--- config.mk ---
export PLATFORM = sky130hd
export DESIGN_NAME = mdu
export DESIGN_NICKNAME = d
export VERILOG_FILES = /design/src/rtl/mdu_pkg.sv /design/src/rtl/mdu_div_step.sv /design/src/rtl/mdu.sv
export SDC_FILE = /design/constraint.sdc
export NUM_CORES = 1
export LEC_CHECK = 0
export ABC_AREA = 0
export ABC_CLOCK_PERIOD_IN_PS = 6500
export CORE_MARGIN = 8
export CORE_UTILIZATION = 35
export DETAILED_ROUTE_END_ITERATION = 10
export RECOVER_POWER = 50
export SETUP_SLACK_MARGIN = 0.4
export SYNTH_ARGS = -nofsm -noshare
export SYNTH_HDL_FRONTEND = slang
export SYNTH_SLANG_ARGS = --single-unit
--- constraint.sdc ---
create_clock -name clk -period 6.5 [get_ports clk]
set_input_delay 0.975 -clock clk [delete_from_list [all_inputs] [get_ports clk]]
set_output_delay 0.975 -clock clk [all_outputs]
set_load 0.03 [all_outputs]
--- src/rtl/mdu_pkg.sv ---
// Shared op codes, FSM state encoding and op-decode helpers for the multiply/divide unit.
package mdu_pkg;

    localparam logic [2:0] MDU_OP_MULT  = 3'd0;
    localparam logic [2:0] MDU_OP_MULTU = 3'd1;
    localparam logic [2:0] MDU_OP_DIV   = 3'd2;
    localparam logic [2:0] MDU_OP_DIVU  = 3'd3;
    localparam logic [2:0] MDU_OP_MTHI  = 3'd4;
    localparam logic [2:0] MDU_OP_MTLO  = 3'd5;

    typedef enum logic [1:0] {
        ST_IDLE = 2'd0,
        ST_CALC = 2'd1,
        ST_FIX  = 2'd2
    } mdu_state_e;

    function automatic logic is_muldiv(input logic [2:0] op);
        return (op == MDU_OP_MULT) || (op == MDU_OP_MULTU) ||
               (op == MDU_OP_DIV)  || (op == MDU_OP_DIVU);
    endfunction

    function automatic logic is_div_op(input logic [2:0] op);
        return (op == MDU_OP_DIV) || (op == MDU_OP_DIVU);
    endfunction

    function automatic logic is_signed_op(input logic [2:0] op);
        return (op == MDU_OP_MULT) || (op == MDU_OP_DIV);
    endfunction

endpackage

--- src/rtl/mdu_div_step.sv ---
// One combinational restoring-division step: shift in a dividend bit, try the subtract.
module mdu_div_step (
    input  logic [31:0] rem_i,
    input  logic        dividend_bit_i,
    input  logic [31:0] divisor_i,
    output logic [31:0] rem_o,
    output logic        q_o
);
    logic [32:0] shifted;

    assign shifted = {rem_i, dividend_bit_i};
    assign q_o     = (shifted >= {1'b0, divisor_i});
    // The restored remainder is always below the divisor, so 32 bits hold it exactly.
    assign rem_o   = q_o ? (shifted[31:0] - divisor_i) : shifted[31:0];

endmodule

--- src/rtl/mdu.sv ---
// Iterative multiply/divide unit with HI/LO registers.
// Define MDU_FAST_MUL_EN to run MULT/MULTU as a single-cycle multiply.
module mdu
    import mdu_pkg::*;
(
    input  logic        clk,
    input  logic        rst_n,
    input  logic        start,
    input  logic [2:0]  op,
    input  logic [31:0] operand1,
    input  logic [31:0] operand2,
    output logic        busy,
    output logic        done,
    output logic [31:0] hi,
    output logic [31:0] lo
);
    mdu_state_e  state_q, state_d;
    logic [4:0]  cnt_q, cnt_d;
    logic        load_q, load_d;
    logic        is_div_q, is_div_d;
    logic        fast_q, fast_d;
    logic        s1_q, s1_d, s2_q, s2_d;
    logic [31:0] m1_q, m1_d, m2_q, m2_d;
    logic [63:0] acc_q, acc_d;
    logic [31:0] hi_q, hi_d, lo_q, lo_d;
    logic        done_q, done_d;

    logic        accept, accept_fast;
    logic [31:0] rem_next;
    logic        q_bit;
    logic [32:0] mul_sum;
    logic [63:0] prod_fix;
    logic [31:0] quo_fix, rem_fix, op1_fix;

    assign accept = (state_q == ST_IDLE) && start && is_muldiv(op);
`ifdef MDU_FAST_MUL_EN
    assign accept_fast = accept && !is_div_op(op);
`else
    assign accept_fast = 1'b0;
`endif

    // FSM: state register
    always_ff @(posedge clk or negedge rst_n) begin
        if (!rst_n) begin
            state_q <= ST_IDLE;
        end else begin
            state_q <= state_d;
        end
    end

    // FSM: next state; the first CALC cycle only loads the accumulator
    always_comb begin
        state_d = state_q;
        case (state_q)
            ST_IDLE: if (accept) state_d = accept_fast ? ST_FIX : ST_CALC;
            ST_CALC: if (!load_q && (cnt_q == 5'd31)) state_d = ST_FIX;
            ST_FIX:  state_d = ST_IDLE;
            default: state_d = ST_IDLE;
        endcase
    end

    // FSM: outputs
    always_comb begin
        busy = (state_q != ST_IDLE) && !fast_q;
        done = done_q;
        hi   = hi_q;
        lo   = lo_q;
    end

    mdu_div_step u_div_step (
        .rem_i          (acc_q[63:32]),
        .dividend_bit_i (acc_q[31]),
        .divisor_i      (m2_q),
        .rem_o          (rem_next),
        .q_o            (q_bit)
    );

    // Shift-add: acc holds {partial product, remaining multiplier bits}
    assign mul_sum  = {1'b0, acc_q[63:32]} + (acc_q[0] ? {1'b0, m1_q} : 33'd0);
    assign prod_fix = (s1_q ^ s2_q) ? (64'd0 - acc_q) : acc_q;
    assign quo_fix  = (s1_q ^ s2_q) ? (32'd0 - acc_q[31:0]) : acc_q[31:0];
    assign rem_fix  = s1_q ? (32'd0 - acc_q[63:32]) : acc_q[63:32];
    assign op1_fix  = s1_q ? (32'd0 - m1_q) : m1_q;

    always_comb begin
        cnt_d    = cnt_q;
        load_d   = load_q;
        is_div_d = is_div_q;
        fast_d   = fast_q;
        s1_d     = s1_q;
        s2_d     = s2_q;
        m1_d     = m1_q;
        m2_d     = m2_q;
        acc_d    = acc_q;
        hi_d     = hi_q;
        lo_d     = lo_q;
        done_d   = 1'b0;
        case (state_q)
            ST_IDLE: begin
                if (accept) begin
                    s1_d     = is_signed_op(op) & operand1[31];
                    s2_d     = is_signed_op(op) & operand2[31];
                    m1_d     = s1_d ? (32'd0 - operand1) : operand1;
                    m2_d     = s2_d ? (32'd0 - operand2) : operand2;
                    is_div_d = is_div_op(op);
                    cnt_d    = 5'd0;
                    load_d   = 1'b1;
                    fast_d   = accept_fast;
`ifdef MDU_FAST_MUL_EN
                    if (accept_fast) acc_d = {32'd0, m1_d} * {32'd0, m2_d};
`endif
                end else if (start && (op == MDU_OP_MTHI)) begin
                    hi_d = operand1;
                end else if (start && (op == MDU_OP_MTLO)) begin
                    lo_d = operand1;
                end
            end
            ST_CALC: begin
                if (load_q) begin
                    load_d = 1'b0;
                    acc_d  = {32'd0, (is_div_q ? m1_q : m2_q)};
                end else begin
                    cnt_d = cnt_q + 5'd1;
                    if (is_div_q) acc_d = {rem_next, acc_q[30:0], q_bit};
                    else          acc_d = {mul_sum, acc_q[31:1]};
                end
            end
            ST_FIX: begin
                done_d = 1'b1;
                fast_d = 1'b0;
                if (is_div_q) begin
                    if (m2_q == 32'd0) begin
                        hi_d = op1_fix;
                        lo_d = 32'hFFFF_FFFF;
                    end else begin
                        hi_d = rem_fix;
                        lo_d = quo_fix;
                    end
                end else begin
                    hi_d = prod_fix[63:32];
                    lo_d = prod_fix[31:0];
                end
            end
            default: ;
        endcase
    end

    always_ff @(posedge clk or negedge rst_n) begin
        if (!rst_n) begin
            cnt_q    <= 5'd0;
            load_q   <= 1'b0;
            is_div_q <= 1'b0;
            fast_q   <= 1'b0;
            s1_q     <= 1'b0;
            s2_q     <= 1'b0;
            m1_q     <= 32'd0;
            m2_q     <= 32'd0;
            acc_q    <= 64'd0;
            hi_q     <= 32'd0;
            lo_q     <= 32'd0;
            done_q   <= 1'b0;
        end else begin
            cnt_q    <= cnt_d;
            load_q   <= load_d;
            is_div_q <= is_div_d;
            fast_q   <= fast_d;
            s1_q     <= s1_d;
            s2_q     <= s2_d;
            m1_q     <= m1_d;
            m2_q     <= m2_d;
            acc_q    <= acc_d;
            hi_q     <= hi_d;
            lo_q     <= lo_d;
            done_q   <= done_d;
        end
    end

endmodule

# After elaboration in Yosys (flattened, before gate mapping)
# Cells that the tools add are included.
op_classes:
  add_sub_neg: 9
  multipliers: 0
  n_div: 0
  n_lt_le_gt_ge: 1
  eq_ne: 15
  shifts: 0
  n_mux: 33
  n_bitwise: 3
  reduce_logical: 26
op_table:
  columns: ["operator", "count"]
  rows:
  - ["$mux W32", 17]
  - ["$mux W64", 3]
  - ["$sub A1 B32 Y32 const A", 5]
  - ["$pmux W32 S2", 2]
  - ["$sub A1 B64 Y64 const A", 1]
  - ["$add A32 B32 Y33", 1]
  - ["$ge A33 B32 Y1", 1]
  - ["$logic_not A32 Y1", 1]
  - ["$sub A32 B32 Y32", 1]
  - ["$mux W5", 2]
  - ["$ne A2 B2 Y1 const B", 5]
  - ["$pmux W5 S2", 1]
  - ["$reduce_and A2 Y1", 4]
  - ["$eq A3 B2 Y1 const B", 2]
  - ["$eq A3 B3 Y1 const B", 2]
  - ["$logic_and A1 B1 Y1", 6]
  - ["$reduce_and A3 Y1", 2]
  - ["$reduce_bool A2 Y1", 3]
  - ["$add A5 B1 Y5 const B", 1]
  - ["$eq A5 B5 Y1 const B", 1]
  - ["$logic_or A1 B1 Y1", 5]
  - ["$mux W2", 2]
  - ["$ne A2 B1 Y1 const B", 2]
  - ["$pmux W1 S2", 2]
  - ["other kinds (11)", 15]
totals:
  reg_bits: 205
  latchBits: 0
  ramBits: 0
  rom_bits: 0
  inputBits: 70
  output_inout_bits: 66
  word_cells: 100
  memories: 0

# Depth between registers and ports, before layout
logic_depth:
  ltp_word: 7
  mapped_depth: 15
  depth_no_buf: 15

# By module
# Synthesis repeated with hierarchy kept, for this count alone.
unflattened:
  cells_unflattened: 2171
  area_unflattened_um2: 17850.9
by_module_without_submodules:
  columns: ["module", "n_inst", "cells_per_inst", "area_per_inst_um2", "seq_area_each_um2"]
  rows:
  - ["mdu", 1, 1848, 15519.9, 5104.9]
  - ["mdu_div_step", 1, 323, 2331.0, 0.0]

# Least setup slack after synthesis
# OpenSTA, ideal clock, no wires.
synth_path:
  kind: "register to register"
  from: "register acc_q[31]"
  to: "register acc_q[60]"
  setup_ns: 0.122
  t_arrival_ns: 3.246
  t_required_ns: 6.378
  setup_slack_ns: 3.133
  stages_incl_launch_ff: 15
  path_buffers: 0
  synth_period_minus_slack_ns: 3.367
  path_cell_list: "dfrtp_1 > inv_1 > ha_1 > inv_1 > fa_1 > a211oi_1 > nor2_1 > o21ai_1 > o211ai_1 > a311oi_1 > o22ai_1 > o31ai_1 > xnor2_1 > or3_1 > a32o_1"
synth_between:
  elab_chain_cells: 4
  word_cells_on_any_way: 5
  classes_between: "add/sub: 1; order compare: 1; mux: 3"
synth_lines:
  columns: ["element", "line", "source"]
  rows:
  - ["from (decl)", "mdu.sv:24", "logic [63:0] acc_q, acc_d;"]
  - ["from (signal assigned)", "mdu.sv:158", "acc_q <= 64'd0;"]
  - ["from (signal assigned)", "mdu.sv:171", "acc_q <= acc_d;"]
  - ["$sub A32 B32 Y32 / $ge A33 B32 Y1 (equally long branches)", "mdu_div_step.sv:14, mdu_div_step.sv:12", null]
  - ["$mux W32 *", "mdu_div_step.sv:14", "assign rem_o = q_o ? (shifted[31:0] - divisor_i) : shifted[31:0];"]
  - ["$mux W64 *", "mdu.sv:124", "if (is_div_q) acc_d = {rem_next, acc_q[30:0], q_bit};"]
  - ["$mux W64 *", "mdu.sv:119", "if (load_q) begin"]
# Mark *: on every way between the ends. The rest lies on a longest branch, timed or not.
# A chain may end at the register's enable or synchronous reset.

# Worst setup path in the final report
layout_path:
  from: "register state_q[1]"
  to: "register acc_q[56]"
layout_between:
  elab_chain_cells: 1
layout_lines:
  columns: ["element", "line", "source"]
  rows:
  - ["from (decl)", "mdu.sv:17", "mdu_state_e state_q, state_d;"]
  - ["from (signal assigned)", "mdu.sv:47", "state_q <= state_d;"]
  - ["$eq A2 B1 Y1", "mdu.sv:98", "case (state_q)"]
# No other way between the ends.

==> flow_metrics.py <==
metrics = {
    "run_status": {
        "run_status": "finished, violations left",
        "failed_checks": "max-capacitance violations, max-slew violations",
    },
    "detailed_routing": {
        "detail_route.first_pass.iterations": 5,
        "final_wirelength_mm": 67.5,
        "detail_route.iter0.violations": 1780,
        "remaining_drc_errors": 0,
        "routed-via-count": 17000,
        "ant_nets": 0,
        "avgRoutedWirePerCell_um": 23.4,
        "avgViaCountPerCell": 5.91,
    },
    "timing": {
        "maxClockFrequency_ghz": 0.198,
        "finalWorstPathRequiredPeriod_ns": 5.05,
        "rsz_0062_raised_after_global_routing": "no",
        "finalHoldViolCount": 0,
        "max_slew.worst_pin.slew_ns": 3.94,
        "timing.final.crit_share": 0.776,
        "drv_slew": 372,
        "final.setup.tns_ns": 0,
        "worst_clock_skew_ns": 0.0109,
        "timing.max_slew.rel_slack": -1.63,
        "hold-worst-slack_ns": 0.472,
        "timing.final.setup_violations": 0,
    },
    "synth": {
        "synth.cell_area_um2": 17600,
        "leading_area_contributor_after_synthesis": "sky130_fd_sc_hd__dfrtp_1",
        "synthesis.yosys.warnings": 0,
        "syn-mean-instance-area_um2": 8.19,
        "synth.distinct_cells": 83,
        "post_synth_main_area_contributors": "sky130_fd_sc_hd__dfrtp_1 (29%), sky130_fd_sc_hd__o21ai_0 (6.6%), sky130_fd_sc_hd__nand2_1 (5.3%)",
        "syn_inst": 2152,
        "synth-edff-count": 0,
        "synth_top_flop_cell": "sky130_fd_sc_hd__dfrtp_1",
        "postSynthNetCount": 2295,
        "ys_seq_area_frac": 0.290,
        "synth_seq_cells": 204,
        "netlist.area_leader.share": 0.290,
        "ffs_w_async_s_r_synth": 1.00,
    },
    "min_path": {
        "worst_min_delay_path_startpoint": "lo[9]",
        "hp-class": "register to register",
    },
    "grt": {
        "use_met3": 0.0488,
        "gr-usage-all-layers": 0.229,
        "grt.overflow.total": 0,
        "grt_use_met2": 0.353,
        "initial_antenna_violation_count": 2,
        "first_global_vias": 16300,
        "gr-usage-met1": 0.315,
        "grt_most_used_layer": "met2",
        "grt_pass1_wl_mm": 103,
        "maximum_number_of_pins_on_one_net_before_global_route_repair": 126,
    },
    "clock_tree": {
        "worst_skew_pair.late_latency_ns": 0.54,
        "tritoncts.num_buffers": 25,
        "clock_tree.htree_level_count": 1,
        "clkTransAtPathRegs_ns": 0.06,
        "cts_sinks": 204,
        "cts.path.max_buffers": 3,
        "tritoncts_clock_tree": "yes",
        "hold_buffers": 0,
        "cts_setup_buffers": 0,
        "cts-root-buf": "sky130_fd_sc_hd__clkbuf_16",
        "cts_resized": 0,
    },
    "worst_setup_path": {
        "slowest_stage": "sky130_fd_sc_hd__clkbuf_1",
        "rr_worst_depth": 7,
        "worst-path-max-fanout": 72,
        "cp-startpoint": "state_q[1]",
        "critPathCaptureType": "register",
        "worst_ep_required_time_ns": 6.89,
        "arrival_ns": 5.44,
        "path_common_cell": "sky130_fd_sc_hd__clkbuf_1",
        "slowest_delay_ns": 2.75,
        "cp-start-kind": "register",
        "criticalPathCategory": "register to register",
        "r2r-start": "state_q[1]",
        "r2r-end": "acc_q[56]",
        "crit_path_cell_trace": "nand2b_2 > clkbuf_1 > nor2_1 > clkbuf_1 > and3_1 > a222oi_1 > o31ai_1",
        "crit_path_end": "acc_q[56]",
        "timing.reg2reg.setup_slack_ns": 1.45,
    },
    "power_and_ir_drop": {
        "p_leak_nw": 8.36,
        "power_per_cell_area_nw_per_um2": 620,
        "worst_ir_drop_vdd_mv": 0.275,
    },
    "die": {
        "dieWidth_um": 240,
        "placement_rows": 82,
        "starting_density_of_the_core": 0.353,
        "core-area_um2": 50000,
        "die-area_um2": 57800,
        "chipHeight_um": 240,
        "io_pins": 136,
    },
    "placed_design": {
        "port_buffers": 135,
        "place.detailed.hpwl_mm": 51.0,
        "gp_congestion": 0.943,
    },
    "final_layout": {
        "drive_above_1_share": 0.0725,
        "final_nets": 2332,
        "n_fill_cell": 5068,
        "area_delta_synth_final_pct": 14.1,
        "postLayoutCoreUtil": 0.402,
    },
    "run": {
        "maxCapViolCount": 5,
    },
}
cell type report:
type / instances / area [um^2] / area share
Clock buffer: 35 / 723 / 0.0360
Sequential cell: 204 / 5110 / 0.254
Tap cell: 672 / 841 / 0.0418
Antenna cell: 1 / 2.50 / 0.000124
Clock inverter: 10 / 65.1 / 0.00324
Timing Repair Buffer: 156 / 1500 / 0.0745
Multi-Input combinational cell: 1730 / 11600 / 0.577
Inverter: 72 / 270 / 0.0134
worst min path at each step:
| stage | slack (ns) | cells past startpoint | to |
|---|---|---|---|
| after global placement | 0.46 | 2 | lo[23] |
| after CTS | 0.48 | 2 | lo[9] |
| after floorplan | 0.47 | 2 | cnt_q[4] |
| final | 0.47 | 2 | lo[9] |
| after global routing | 0.49 | 2 | lo[9] |
| after detailed placement | 0.47 | 2 | lo[0] |
per-stage QoR:
| step | power (mW) | cell area [um^2] | setup WS [ns] | instances |
|---|---|---|---|---|
| floorplan | 8.40 | 17600 | 3.13 | 2152 |
| global placement | 10.8 | 19300 | 2.07 | 2834 |
| detailed placement | 10.9 | 19300 | 2.04 | 2834 |
| CTS | 12.3 | 20100 | 2.03 | 2879 |
| global route | 13.3 | 20100 | 1.17 | 2879 |
| finish | 12.5 | 20100 | 1.45 | 2880 |
metal layers:
layer | routed length [um] | vias up
li1 | - | 7864
met1 | 29500 | 8255
met2 | 29200 | 778
met3 | 6280 | 133
met4 | 2500 | 2
met5 | 11 | -
worst max-delay path: cells and delay by family (launching register included):
kind | cells | cell delay (ns)
compound gates | 2 | 0.37
buf+inv | 2 | 3.37
flops | 1 | 0.42
simple gates | 3 | 0.69
synth_stat cells, types with 22 or more instances:
cell type,number
sky130_fd_sc_hd__a21o_1,29
sky130_fd_sc_hd__a21oi_1,174
sky130_fd_sc_hd__a31oi_1,22
sky130_fd_sc_hd__and2_1,40
sky130_fd_sc_hd__clkbuf_1,115
sky130_fd_sc_hd__dfrtp_1,204
sky130_fd_sc_hd__ha_1,71
sky130_fd_sc_hd__inv_1,69
sky130_fd_sc_hd__mux2_2,28
sky130_fd_sc_hd__mux2i_1,53
sky130_fd_sc_hd__mux4_2,37
sky130_fd_sc_hd__nand2_1,249
sky130_fd_sc_hd__nand3_1,31
sky130_fd_sc_hd__nor2_1,154
sky130_fd_sc_hd__nor3_1,44
sky130_fd_sc_hd__nor4_1,25
sky130_fd_sc_hd__o211ai_1,27
sky130_fd_sc_hd__o21ai_0,234
sky130_fd_sc_hd__o22ai_1,33
sky130_fd_sc_hd__o31ai_1,25
sky130_fd_sc_hd__or3_1,28
sky130_fd_sc_hd__xnor2_1,101
sky130_fd_sc_hd__xor2_1,88
cell families (layout without fill, tap and decap cells):
kind of cell / after synthesis / count (layout) / synth area share
flops: 204 / 204 / 0.290
simple gates: 685 / 685 / 0.186
buf+inv: 218 / 273 / 0.0550
fa+ha+maj: 73 / 73 / 0.0527
other cells: 0 / 1 / 0
compound gates: 664 / 664 / 0.226
mux: 119 / 119 / 0.0968
xor+xnor: 189 / 189 / 0.0939
layout by cell type, fill, tap and decap left out, types with 9 or more instances in the layout:
master	netlist	final
sky130_fd_sc_hd__nand2_1	249	249
sky130_fd_sc_hd__o21ai_0	234	234
sky130_fd_sc_hd__dfrtp_1	204	202
sky130_fd_sc_hd__a21oi_1	174	174
sky130_fd_sc_hd__nor2_1	154	153
sky130_fd_sc_hd__clkdlybuf4s50_1	0	130
sky130_fd_sc_hd__xnor2_1	101	100
sky130_fd_sc_hd__xor2_1	88	87
sky130_fd_sc_hd__ha_1	71	71
sky130_fd_sc_hd__inv_1	69	69
sky130_fd_sc_hd__mux2i_1	53	53
sky130_fd_sc_hd__nor3_1	44	44
sky130_fd_sc_hd__and2_1	40	40
sky130_fd_sc_hd__mux4_2	37	37
sky130_fd_sc_hd__o22ai_1	33	33
sky130_fd_sc_hd__nand3_1	31	31
sky130_fd_sc_hd__a21o_1	29	29
sky130_fd_sc_hd__or3_1	28	28
sky130_fd_sc_hd__mux2_2	28	28
sky130_fd_sc_hd__o211ai_1	27	27
sky130_fd_sc_hd__nor4_1	25	25
sky130_fd_sc_hd__o31ai_1	25	25
sky130_fd_sc_hd__clkbuf_16	0	25
sky130_fd_sc_hd__a31oi_1	22	22
sky130_fd_sc_hd__nand2b_1	20	19
sky130_fd_sc_hd__or4_1	18	18
sky130_fd_sc_hd__a211oi_1	17	17
sky130_fd_sc_hd__buf_4	2	17
sky130_fd_sc_hd__and3_1	14	14
sky130_fd_sc_hd__nand4_1	14	14
sky130_fd_sc_hd__nor2b_1	12	12
sky130_fd_sc_hd__o41ai_1	11	11
sky130_fd_sc_hd__a22oi_1	10	10
sky130_fd_sc_hd__o311ai_0	9	9
sky130_fd_sc_hd__a22o_1	9	9
report_power, final:
part / total (mW) / switching (mW) / internal (mW)
registers: 3.31 / 1.43 / 1.88
clock network: 1.36 / 0.582 / 0.776
logic: 7.79 / 4.43 / 3.36
total: 12.5 / 6.44 / 6.02
sequential cells by signal (all words and copies together), names as in the netlist:
name	flops
acc_q	64
cnt_q	5
done	1
hi	32
is_div_q	1
lo	32
load_q	1
m1_q	32
m2_q	32
s1_q	1
s2_q	1
state_q	2
(Power assumes the default switching activity.)
